==> src/rtl/riscv_multicycle_ctrl_if.sv <==
// Control bundle between the multi-cycle controller and the shared datapath.
//   op, zero, mem_ready          : datapath/memory status into the controller
//   mem_req, mem_write, adr_src  : unified memory request and address select
//   ir_write, pc_write, reg_write: architectural state write strobes
//   alu_src_a/b, alu_op, imm_src : ALU operand, operation and immediate selects
//   result_src                   : writeback/PC result mux select
// master = controller side, slave = datapath side.
interface riscv_multicycle_ctrl_if;
  logic [6:0] op;
  logic       zero;
  logic       mem_ready;
  logic       mem_req;
  logic       mem_write;
  logic       adr_src;
  logic       ir_write;
  logic       pc_write;
  logic       reg_write;
  logic [1:0] alu_src_a;
  logic [1:0] alu_src_b;
  logic [1:0] alu_op;
  logic [1:0] imm_src;
  logic [1:0] result_src;

  modport master (
    input  op, zero, mem_ready,
    output mem_req, mem_write, adr_src, ir_write, pc_write, reg_write,
    output alu_src_a, alu_src_b, alu_op, imm_src, result_src
  );

  modport slave (
    output op, zero, mem_ready,
    input  mem_req, mem_write, adr_src, ir_write, pc_write, reg_write,
    input  alu_src_a, alu_src_b, alu_op, imm_src, result_src
  );
endinterface

==> src/rtl/riscv_multicycle_ctrl.sv <==
// Multi-cycle RV32I control FSM. Sequences the shared datapath through fetch, decode,
// execute, memory and writeback, with a memory handshake, an illegal-opcode trap,
// a memory-wait timeout and a retired-instruction counter.
// Ports:
//   clk, rst_n   : clock (rising edge), asynchronous active-low reset
//   bus          : control bundle (master side), see riscv_multicycle_ctrl_if
//   illegal_op   : sticky trap flag (bad opcode or memory timeout)
//   instr_count  : retired instructions, wraps modulo 2^CNT_W
//   state_dbg    : current state encoding
module riscv_multicycle_ctrl #(
  parameter int unsigned CNT_W       = 32,
  parameter int unsigned MEM_TIMEOUT = 16
) (
  input  logic                          clk,
  input  logic                          rst_n,
  riscv_multicycle_ctrl_if.master       bus,
  output logic                          illegal_op,
  output logic [CNT_W-1:0]              instr_count,
  output logic [3:0]                    state_dbg
);

  localparam logic [6:0] OpLoad   = 7'b0000011;
  localparam logic [6:0] OpStore  = 7'b0100011;
  localparam logic [6:0] OpRtype  = 7'b0110011;
  localparam logic [6:0] OpItype  = 7'b0010011;
  localparam logic [6:0] OpBranch = 7'b1100011;
  localparam logic [6:0] OpJal    = 7'b1101111;

  localparam int unsigned WaitW = (MEM_TIMEOUT > 1) ? $clog2(MEM_TIMEOUT + 1) : 1;
  // Compare against the count before this cycle, so the trap fires on the
  // MEM_TIMEOUT-th consecutive wait cycle.
  localparam logic [WaitW-1:0] WaitLimit =
      (MEM_TIMEOUT == 0) ? '0 : WaitW'(MEM_TIMEOUT - 1);

  typedef enum logic [3:0] {
    StFetch    = 4'd0,
    StDecode   = 4'd1,
    StMemAdr   = 4'd2,
    StMemRead  = 4'd3,
    StMemWb    = 4'd4,
    StMemWrite = 4'd5,
    StExecR    = 4'd6,
    StExecI    = 4'd7,
    StAluWb    = 4'd8,
    StBeq      = 4'd9,
    StJal      = 4'd10,
    StTrap     = 4'd11
  } state_e;

  state_e           state_q, state_d;
  logic [WaitW-1:0] wait_q, wait_d;
  logic [CNT_W-1:0] count_q;
  logic             illegal_q;
  logic             retire;
  logic             ready;
  logic             waiting;
  logic             timeout;

  // During reset the request must not complete, so mem_ready is masked.
  assign ready   = bus.mem_ready & rst_n;
  assign waiting = (state_q == StFetch) || (state_q == StMemRead) || (state_q == StMemWrite);
  assign timeout = (MEM_TIMEOUT != 0) && waiting && !ready && (wait_q == WaitLimit);

  always_comb begin
    state_d        = state_q;
    retire         = 1'b0;
    bus.mem_req    = 1'b0;
    bus.mem_write  = 1'b0;
    bus.adr_src    = 1'b0;
    bus.ir_write   = 1'b0;
    bus.pc_write   = 1'b0;
    bus.reg_write  = 1'b0;
    bus.alu_src_a  = 2'b00;
    bus.alu_src_b  = 2'b00;
    bus.alu_op     = 2'b00;
    bus.imm_src    = 2'b00;
    bus.result_src = 2'b00;

    unique case (state_q)
      StFetch: begin
        bus.mem_req    = 1'b1;
        bus.alu_src_b  = 2'b10;
        bus.result_src = 2'b10;
        bus.ir_write   = ready;
        bus.pc_write   = ready;
        if (ready) state_d = StDecode;
      end
      StDecode: begin
        // Precompute the branch/jump target into ALUOut.
        bus.alu_src_a = 2'b01;
        bus.alu_src_b = 2'b01;
        if (bus.op == OpBranch)   bus.imm_src = 2'b10;
        else if (bus.op == OpJal) bus.imm_src = 2'b11;
        case (bus.op)
          OpLoad, OpStore: state_d = StMemAdr;
          OpRtype:         state_d = StExecR;
          OpItype:         state_d = StExecI;
          OpBranch:        state_d = StBeq;
          OpJal:           state_d = StJal;
          default:         state_d = StTrap;
        endcase
      end
      StMemAdr: begin
        bus.alu_src_a = 2'b10;
        bus.alu_src_b = 2'b01;
        bus.imm_src   = bus.op[5] ? 2'b01 : 2'b00;
        state_d       = bus.op[5] ? StMemWrite : StMemRead;
      end
      StMemRead: begin
        bus.mem_req = 1'b1;
        bus.adr_src = 1'b1;
        if (ready) state_d = StMemWb;
      end
      StMemWb: begin
        bus.result_src = 2'b01;
        bus.reg_write  = 1'b1;
        state_d        = StFetch;
        retire         = 1'b1;
      end
      StMemWrite: begin
        bus.mem_req   = 1'b1;
        bus.mem_write = 1'b1;
        bus.adr_src   = 1'b1;
        if (ready) begin
          state_d = StFetch;
          retire  = 1'b1;
        end
      end
      StExecR: begin
        bus.alu_src_a = 2'b10;
        bus.alu_op    = 2'b10;
        state_d       = StAluWb;
      end
      StExecI: begin
        bus.alu_src_a = 2'b10;
        bus.alu_src_b = 2'b01;
        bus.alu_op    = 2'b10;
        state_d       = StAluWb;
      end
      StAluWb: begin
        bus.reg_write = 1'b1;
        state_d       = StFetch;
        retire        = 1'b1;
      end
      StBeq: begin
        bus.alu_src_a = 2'b10;
        bus.alu_op    = 2'b01;
        bus.pc_write  = bus.zero;
        state_d       = StFetch;
        retire        = 1'b1;
      end
      StJal: begin
        // PC takes the target from ALUOut while the ALU forms OldPC+4 for the link.
        bus.alu_src_a = 2'b01;
        bus.alu_src_b = 2'b10;
        bus.pc_write  = 1'b1;
        state_d       = StAluWb;
      end
      StTrap: state_d = StTrap;
      default: state_d = StTrap;
    endcase

    if (timeout) state_d = StTrap;
  end

  always_comb begin
    wait_d = '0;
    if (waiting && !ready && (state_d == state_q) && (wait_q != '1)) wait_d = wait_q + 1'b1;
    else if (waiting && !ready && (state_d == state_q))              wait_d = wait_q;
  end

  always_ff @(posedge clk or negedge rst_n) begin
    if (!rst_n) begin
      state_q   <= StFetch;
      wait_q    <= '0;
      count_q   <= '0;
      illegal_q <= 1'b0;
    end else begin
      state_q   <= state_d;
      wait_q    <= wait_d;
      illegal_q <= illegal_q | (state_d == StTrap);
      if (retire) count_q <= count_q + 1'b1;
    end
  end

  assign illegal_op  = illegal_q;
  assign instr_count = count_q;
  assign state_dbg   = state_q;

endmodule
==> src/flat_wrapper.sv <==
// flat-port wrapper written by rule: the top's interface ports become plain ports
module riscv_multicycle_ctrl_flat 
#(
  parameter int unsigned CNT_W       = 32,
  parameter int unsigned MEM_TIMEOUT = 16
)
  (clk, rst_n, illegal_op, instr_count, state_dbg, bus_op, bus_zero, bus_mem_ready, bus_mem_req, bus_mem_write, bus_adr_src, bus_ir_write, bus_pc_write, bus_reg_write, bus_alu_src_a, bus_alu_src_b, bus_alu_op, bus_imm_src, bus_result_src);
  riscv_multicycle_ctrl_if bus_i ();
  input  logic clk;
  input  logic rst_n;
  output logic illegal_op;
  output logic [CNT_W-1:0] instr_count;
  output logic [3:0] state_dbg;
  input wire logic [$bits(bus_i.op)-1:0] bus_op;
  input wire logic [$bits(bus_i.zero)-1:0] bus_zero;
  input wire logic [$bits(bus_i.mem_ready)-1:0] bus_mem_ready;
  output wire logic [$bits(bus_i.mem_req)-1:0] bus_mem_req;
  output wire logic [$bits(bus_i.mem_write)-1:0] bus_mem_write;
  output wire logic [$bits(bus_i.adr_src)-1:0] bus_adr_src;
  output wire logic [$bits(bus_i.ir_write)-1:0] bus_ir_write;
  output wire logic [$bits(bus_i.pc_write)-1:0] bus_pc_write;
  output wire logic [$bits(bus_i.reg_write)-1:0] bus_reg_write;
  output wire logic [$bits(bus_i.alu_src_a)-1:0] bus_alu_src_a;
  output wire logic [$bits(bus_i.alu_src_b)-1:0] bus_alu_src_b;
  output wire logic [$bits(bus_i.alu_op)-1:0] bus_alu_op;
  output wire logic [$bits(bus_i.imm_src)-1:0] bus_imm_src;
  output wire logic [$bits(bus_i.result_src)-1:0] bus_result_src;
  assign bus_i.op = bus_op;
  assign bus_i.zero = bus_zero;
  assign bus_i.mem_ready = bus_mem_ready;
  assign bus_mem_req = bus_i.mem_req;
  assign bus_mem_write = bus_i.mem_write;
  assign bus_adr_src = bus_i.adr_src;
  assign bus_ir_write = bus_i.ir_write;
  assign bus_pc_write = bus_i.pc_write;
  assign bus_reg_write = bus_i.reg_write;
  assign bus_alu_src_a = bus_i.alu_src_a;
  assign bus_alu_src_b = bus_i.alu_src_b;
  assign bus_alu_op = bus_i.alu_op;
  assign bus_imm_src = bus_i.imm_src;
  assign bus_result_src = bus_i.result_src;
  riscv_multicycle_ctrl #(.CNT_W(CNT_W), .MEM_TIMEOUT(MEM_TIMEOUT)) u_core (.clk(clk), .rst_n(rst_n), .bus(bus_i), .illegal_op(illegal_op), .instr_count(instr_count), .state_dbg(state_dbg));
endmodule
==> config.mk <==
export PLATFORM = sky130hd
export DESIGN_NAME = riscv_multicycle_ctrl_flat
export DESIGN_NICKNAME = d
export VERILOG_FILES = /design/src/rtl/riscv_multicycle_ctrl_if.sv /design/src/rtl/riscv_multicycle_ctrl.sv /design/src/flat_wrapper.sv
export SDC_FILE = /design/constraint.sdc
export NUM_CORES = 1
export LEC_CHECK = 0
export ABC_AREA = 0
export CORE_AREA = 10 10 105 70
export DETAILED_ROUTE_END_ITERATION = 8
export DIE_AREA = 0 0 115 80
export PLACE_DENSITY = 0.7
export SLEW_MARGIN = 20
export SYNTH_ARGS = -nofsm -noshare
export SYNTH_HDL_FRONTEND = slang
export SYNTH_SLANG_ARGS = --single-unit
==> constraint.sdc <==
create_clock -name clk -period 4.5 [get_ports clk]
set_input_delay 0.9 -clock clk [delete_from_list [all_inputs] [get_ports clk]]
set_output_delay 0.9 -clock clk [all_outputs]
set_load 0.01 [all_outputs]
==> results of run 1 <==
[metrics by stage]
step                util (%)  total power [mW]  hold WS [ns]  setup WS (ns)  std cells
floorplan                  -             0.964         0.497           2.02        238
global placement        56.4              1.29         0.460           1.06        364
detailed placement      56.4              1.29         0.464           1.02        364
CTS                     58.4              1.59         0.478           1.01        372
global route            58.4              1.68         0.503          0.925        372
finish                  58.4              1.57         0.474           1.02        372
[sequential cells by signal, summed over array words and instances (netlist names)]
| signal | flops |
|---|---|
| u_core.instr_count | 32 |
| u_core.wait_q | 5 |
| u_core.state_dbg | 4 |
| u_core.illegal_op | 1 |
[cells in the mapped netlist (2+ instances only)]
library cell,instances
dfrtp_1,42
clkbuf_1,4
and4_1,6
nand3_1,18
nand2b_1,2
a21oi_1,10
and3_1,8
or3_1,2
xnor2_1,25
or2_2,2
a211oi_1,3
a21boi_0,2
ha_1,4
nor3_1,7
nor2_1,23
inv_1,5
nand2_1,14
nand4_1,10
nor2b_1,3
nor4_1,2
a31oi_1,2
xor2_1,12
o31ai_1,3
[layout make-up]
cell class                      count  area share [%]
Timing Repair Buffer               65            20.3
Tap cell                           69            2.73
Clock buffer                        5            2.18
Sequential cell                    42            33.3
Multi-Input combinational cell    182            39.6
Inverter                            6           0.713
Clock inverter                      3            1.27
[cells by family after synthesis]
group / after synthesis / share of synthesized area (%)
adders and majority gates: 4 / 2.12
AOI/OAI and AO/OA: 31 / 9.41
DFF: 42 / 44.4
muxes: 2 / 0.899
and+or+nand+nor: 108 / 26.7
buffers and inverters: 14 / 2.75
xor gates and xnor gates: 37 / 13.7
[how the worst min path moves through the flow]
stage,from,end,slack [ns],cells after the start
after global placement,u_core.instr_count[31],u_core.instr_count[31],0.46,1
after CTS,u_core.instr_count[31],u_core.instr_count[31],0.48,1
final,u_core.instr_count[31],u_core.instr_count[31],0.47,1
after detailed placement,u_core.instr_count[31],u_core.instr_count[31],0.46,1
after global routing,u_core.illegal_op,u_core.illegal_op,0.50,1
after floorplan,u_core.wait_q[3],u_core.wait_q[3],0.50,2
[routing by layer]
layer,up-vias,GRT usage (%)
met4,0,2.83
met2,55,19.3
met5,-,0
met1,946,18.4
li1,984,-
met3,5,4.28
[worst max-delay path, delay by kind of cell]
family          cells  cell delay [ns]
compound gates      2             0.35
buf+inv             2             1.12
simple gates        2             0.22
[report_power, final]
group / switching [mW] / internal, mW
registers: 0.111 / 0.432
clock network: 0.130 / 0.163
logic: 0.373 / 0.365
total: 0.614 / 0.960
==> flow_summary.yaml, run 1 <==
critical_path:
  r2r_slack_ns: 2.32
  cpPeakStageDelay_ns: 0.56
  startpoint: "bus_mem_ready"
  r2r_start: "u_core.state_dbg[2]"
  cp_slowest_cell: "clkdlybuf4s50_1"
  timing.rr.end: "u_core.instr_count[20]"
  start_kind: "input port"
  rr_worst_depth: 5
  cp-endpoint: "bus_pc_write"
  crit_required_ns: 3.60
  crit_chain: "clkdlybuf4s50_1, nand2_1, o31ai_1, nand2_1, a21oi_1, clkdlybuf4s50_1"
  worstPathArrival_ns: 2.58
  end_kind: "output port"
  worst-path-max-fanout: 5
  critPathKind: "in2out"
route:
  first_pass_iters: 4
  met1_length_um: 2870
  vias: 1990
  post_drt_wl_per_cell_um: 16.2
  wl_met2_um: 2670
  met3WireLength_um: 455
  drt-initial-drc-count: 88
  via_per_inst: 5.35
  drc: 0
  wirelength_um: 6030
  ant_nets: 0
  top_layer_used: "met4"
die:
  fp.dieH_um: 80
  start_util_pct: 43.7
  num_rows: 21
  fp.coreArea_mm2: 0.00541
  die_area_mm2: 0.00920
  die_x_um: 115
  io_pins: 64
layout:
  area_growth_pct: 33.5
  drive_above_1_share_pct: 7.59
  seq_area_mm2: 0.00105
  stdcell_area_mm2: 0.00316
  layout_commonest_cell: "clkdlybuf4s50_1"
  multi_input_area_mm2: 0.00125
  final.fill_count: 473
  nets: 317
  mostFrequentLayoutCells: "clkdlybuf4s50_1 (62), dfrtp_1 (42), xnor2_1 (25)"
  antenna_cells: 0
clocking:
  cts_setup_buffers: 0
  cts_tree: "done"
  h-tree-depth: 2
  hold_buffers: 0
  clkTransAtPathRegs_ns: 0.08
  clock_latency_ns: 0.30
  root_buffer: "clkbuf_8"
  cts_resized: 0
  cts_max_path_buffers: 2
  numCtsBuffers: 5
  clock_sinks: 42
timing:
  fmax_mhz: 287
  timing.max_slew.rel_slack_pct: 53.5
  finClkSkew_ns: 0.00881
  min_period_ns: 3.48
  fin_crit_sh_pct: 77.3
  rsz0062_at_grt: "false"
  tns_ns: 0
  setup_viol: 0
  maxSlewViolCount: 0
  worst_pin_slew_ns: 0.698
  hold_violations: 0
placement:
  place.gp.congestion: 0.840
  hpwl_um: 4560
  portBuffers: 63
  postPlaceCellArea_mm2: 0.00305
global_routing:
  grtUsageTotal_pct: 13.2
  overflow: 0
  grt_pass1_wl_um: 9950
  antenna_found_initial: 0
  grt_max_degree: 47
  grt_pass1_vias: 1913
logic_synthesis:
  yosysSeqAreaShare_pct: 44.4
  async_reset_ff_share_pct: 100
  synthTopCellsByArea: "dfrtp_1 (44%), xnor2_1 (9.3%), xor2_1 (4.4%)"
  synth_top_area_cell: "dfrtp_1"
  syn_nets: 253
  synth_cells: 238
  synth.avg_cell_area_um2: 9.94
  synth_cell_type_count: 52
  synth_top_area_share_pct: 44.4
  ys_seq_elements: 42
  synth-main-ff-cell: "dfrtp_1"
  syn-cell-area_mm2: 0.00237
  yosysWarnings: 0
  synth_edf_count: 0
flow_run:
  maxCapViolCount: 0
worst_hold_path:
  hold_class: "reg2reg"
power_and_ir_drop:
  irDropWorstVdd_uv: 306
  leakage_nw: 1.26
  powerDensity_mw_per_mm2: 498
status:
  status: "finished clean"
No activity file was read; power rests on OpenSTA's default activity.
==> inputs of run 2 (changes only) <==
CORE_AREA = 10 10 106 70   (was 10 10 105 70)
DIE_AREA = 0 0 116 80   (was 0 0 115 80)
PLACE_DENSITY = 0.73   (was 0.7)
clock period = 3 ns   (was 4.5 ns; I/O delays follow)
==> flow_summary.yaml, run 2 (synthesized netlist as in run 1, its figures left out) <==
status:
  status: "finished clean"
layout:
  seq_area_mm2: 0.00105
  instances_no_fill: 377
  antenna_cells: 0
  layout_commonest_cell: "clkdlybuf4s50_1"
  largest_register_ffs: 32
  mostFrequentLayoutCells: "clkdlybuf4s50_1 (62), dfrtp_1 (42), xnor2_1 (25)"
  nets: 322
  multi_input_area_mm2: 0.00125
  final.fill_count: 479
  drive_above_1_share_pct: 9.09
  area_growth_pct: 36.5
worst_hold_path:
  hold_class: "in2async"
clocking:
  cts_max_path_buffers: 2
  clkTransAtPathRegs_ns: 0.08
  h-tree-depth: 2
  clock_sinks: 42
  hold_buffers: 0
  cts_resized: 0
  clock_latency_ns: 0.30
  cts_tree: "done"
  root_buffer: "clkbuf_8"
  numCtsBuffers: 5
  cts_setup_buffers: 0
die:
  die_x_um: 116
  die_area_mm2: 0.00928
  fp.coreArea_mm2: 0.00547
  fp.dieH_um: 80
  start_util_pct: 43.3
  num_rows: 21
  io_pins: 64
power_and_ir_drop:
  p_int_mw: 1.58
  powerDensity_mw_per_mm2: 779
  pwr-share-seq_pct: 32.0
  clkPwrFrac_pct: 22.0
  switching_share_pct: 37.4
  irDropWorstVdd_uv: 360
  p_switching_uw: 941
  leakage_nw: 1.30
  combPwrFrac_pct: 46.1
placement:
  hpwl_um: 4690
  placedCellCount: 369
  place.gp.congestion: 0.896
  portBuffers: 63
critical_path:
  timing.rr.end: "u_core.instr_count[20]"
  critPathKind: "in2out"
  r2r_slack_ns: 0.82
  start_kind: "input port"
  worstPathArrival_ns: 2.27
  r2r_start: "u_core.state_dbg[2]"
  worst-path-max-fanout: 4
  end_kind: "output port"
  crit_required_ns: 2.40
  rr_worst_depth: 5
  startpoint: "bus_op[5]"
  cp-endpoint: "bus_imm_src[0]"
timing:
  maxSlewViolCount: 0
  fin_crit_sh_pct: 95.6
  hold_violations: 0
  setup_viol: 0
  timing.max_slew.rel_slack_pct: 53.5
  fmax_mhz: 349
  tns_ns: 0
  finClkSkew_ns: 0.00694
  min_period_ns: 2.87
  rsz0062_at_grt: "false"
  worst_pin_slew_ns: 0.697
route:
  drt-initial-drc-count: 134
  vias: 2060
  ant_nets: 0
  via_per_inst: 5.46
  post_drt_wl_per_cell_um: 16.3
  wirelength_um: 6150
  drc: 0
  first_pass_iters: 4
global_routing:
  overflow: 0
  antenna_found_initial: 0
  grt_max_degree: 31
  grt_pass1_wl_um: 10200
  grt_pass1_vias: 1985
  grtUsageTotal_pct: 13.5
flow_run:
  maxCapViolCount: 0
[run 2: cell count changes in the layout (fill, tap and decap cells not counted)]
cell | previous run | this run
bufinv_16 | 1 | 2
clkbuf_8 | 5 | 6
clkinv_2 | 2 | 0
buf_4 | 2 | 7
[run 2: layout make-up]
| class | count | area share, % |
|---|---|---|
| multi-input cells | 182 | 38.7 |
| flip-flops and latches | 42 | 32.5 |
| repair buffers | 70 | 21.0 |
| well taps | 69 | 2.67 |
| clock buffers | 6 | 2.56 |
| clock inverters | 2 | 1.86 |
| inverters | 6 | 0.697 |
[run 2: worst min-delay path by stage]
stage	start	to	slack, ns	cells after the start
after CTS	rst_n	u_core.instr_count[14]	0.27	2
final	rst_n	u_core.instr_count[14]	0.27	2
after global routing	rst_n	u_core.instr_count[16]	0.29	2
after detailed placement	u_core.instr_count[31]	u_core.instr_count[31]	0.46	1
after floorplan	rst_n	u_core.illegal_op	0.30	0
after global placement	u_core.instr_count[31]	u_core.instr_count[31]	0.46	1
[run 2: layer usage]
layer  share of wire [%]  up-vias  wire [um]  GRT usage [%]
met5                   0        -          0              0
met4                 1.5        0         92           4.48
met3                 8.6        9        528           5.11
met2                  43       49       2650           19.5
met1                  47     1007       2880           18.2
li1                    -      995          -              -
[run 2: power by group through the flow]
stage | Sequential, mW | Clock, mW | Combinational, mW
after floorplan | 0.766 | 0 | 0.680
after global placement | 0.808 | 0 | 1.15
final | 0.806 | 0.553 | 1.16
after global routing | 0.824 | 0.590 | 1.27
after CTS | 0.803 | 0.564 | 1.17
after detailed placement | 0.813 | 0 | 1.16
[run 2: worst max-delay path, cell delays in order]
cell and delay [ns]:
clkdlybuf4s50_1 0.53, nand3b_1 0.15, nor2_1 0.19, a22oi_1 0.09
nor3_1 0.14, clkdlybuf4s50_1 0.57
[run 2: through the flow]
step / total power [mW] / util (%) / hold slack [ns] / cell area (um^2) / setup WS, ns
2_1_floorplan: 1.45 / - / 0.304 / 2370 / 0.911
3_3_place_gp: 1.96 / 56.5 / 0.460 / 3090 / 0.169
3_5_place_dp: 1.97 / 56.5 / 0.464 / 3090 / 0.137
4_1_cts: 2.53 / 59.1 / 0.269 / 3230 / 0.137
5_1_grt: 2.68 / 59.1 / 0.289 / 3230 / 0.0114
6_report: 2.52 / 59.1 / 0.271 / 3230 / 0.133
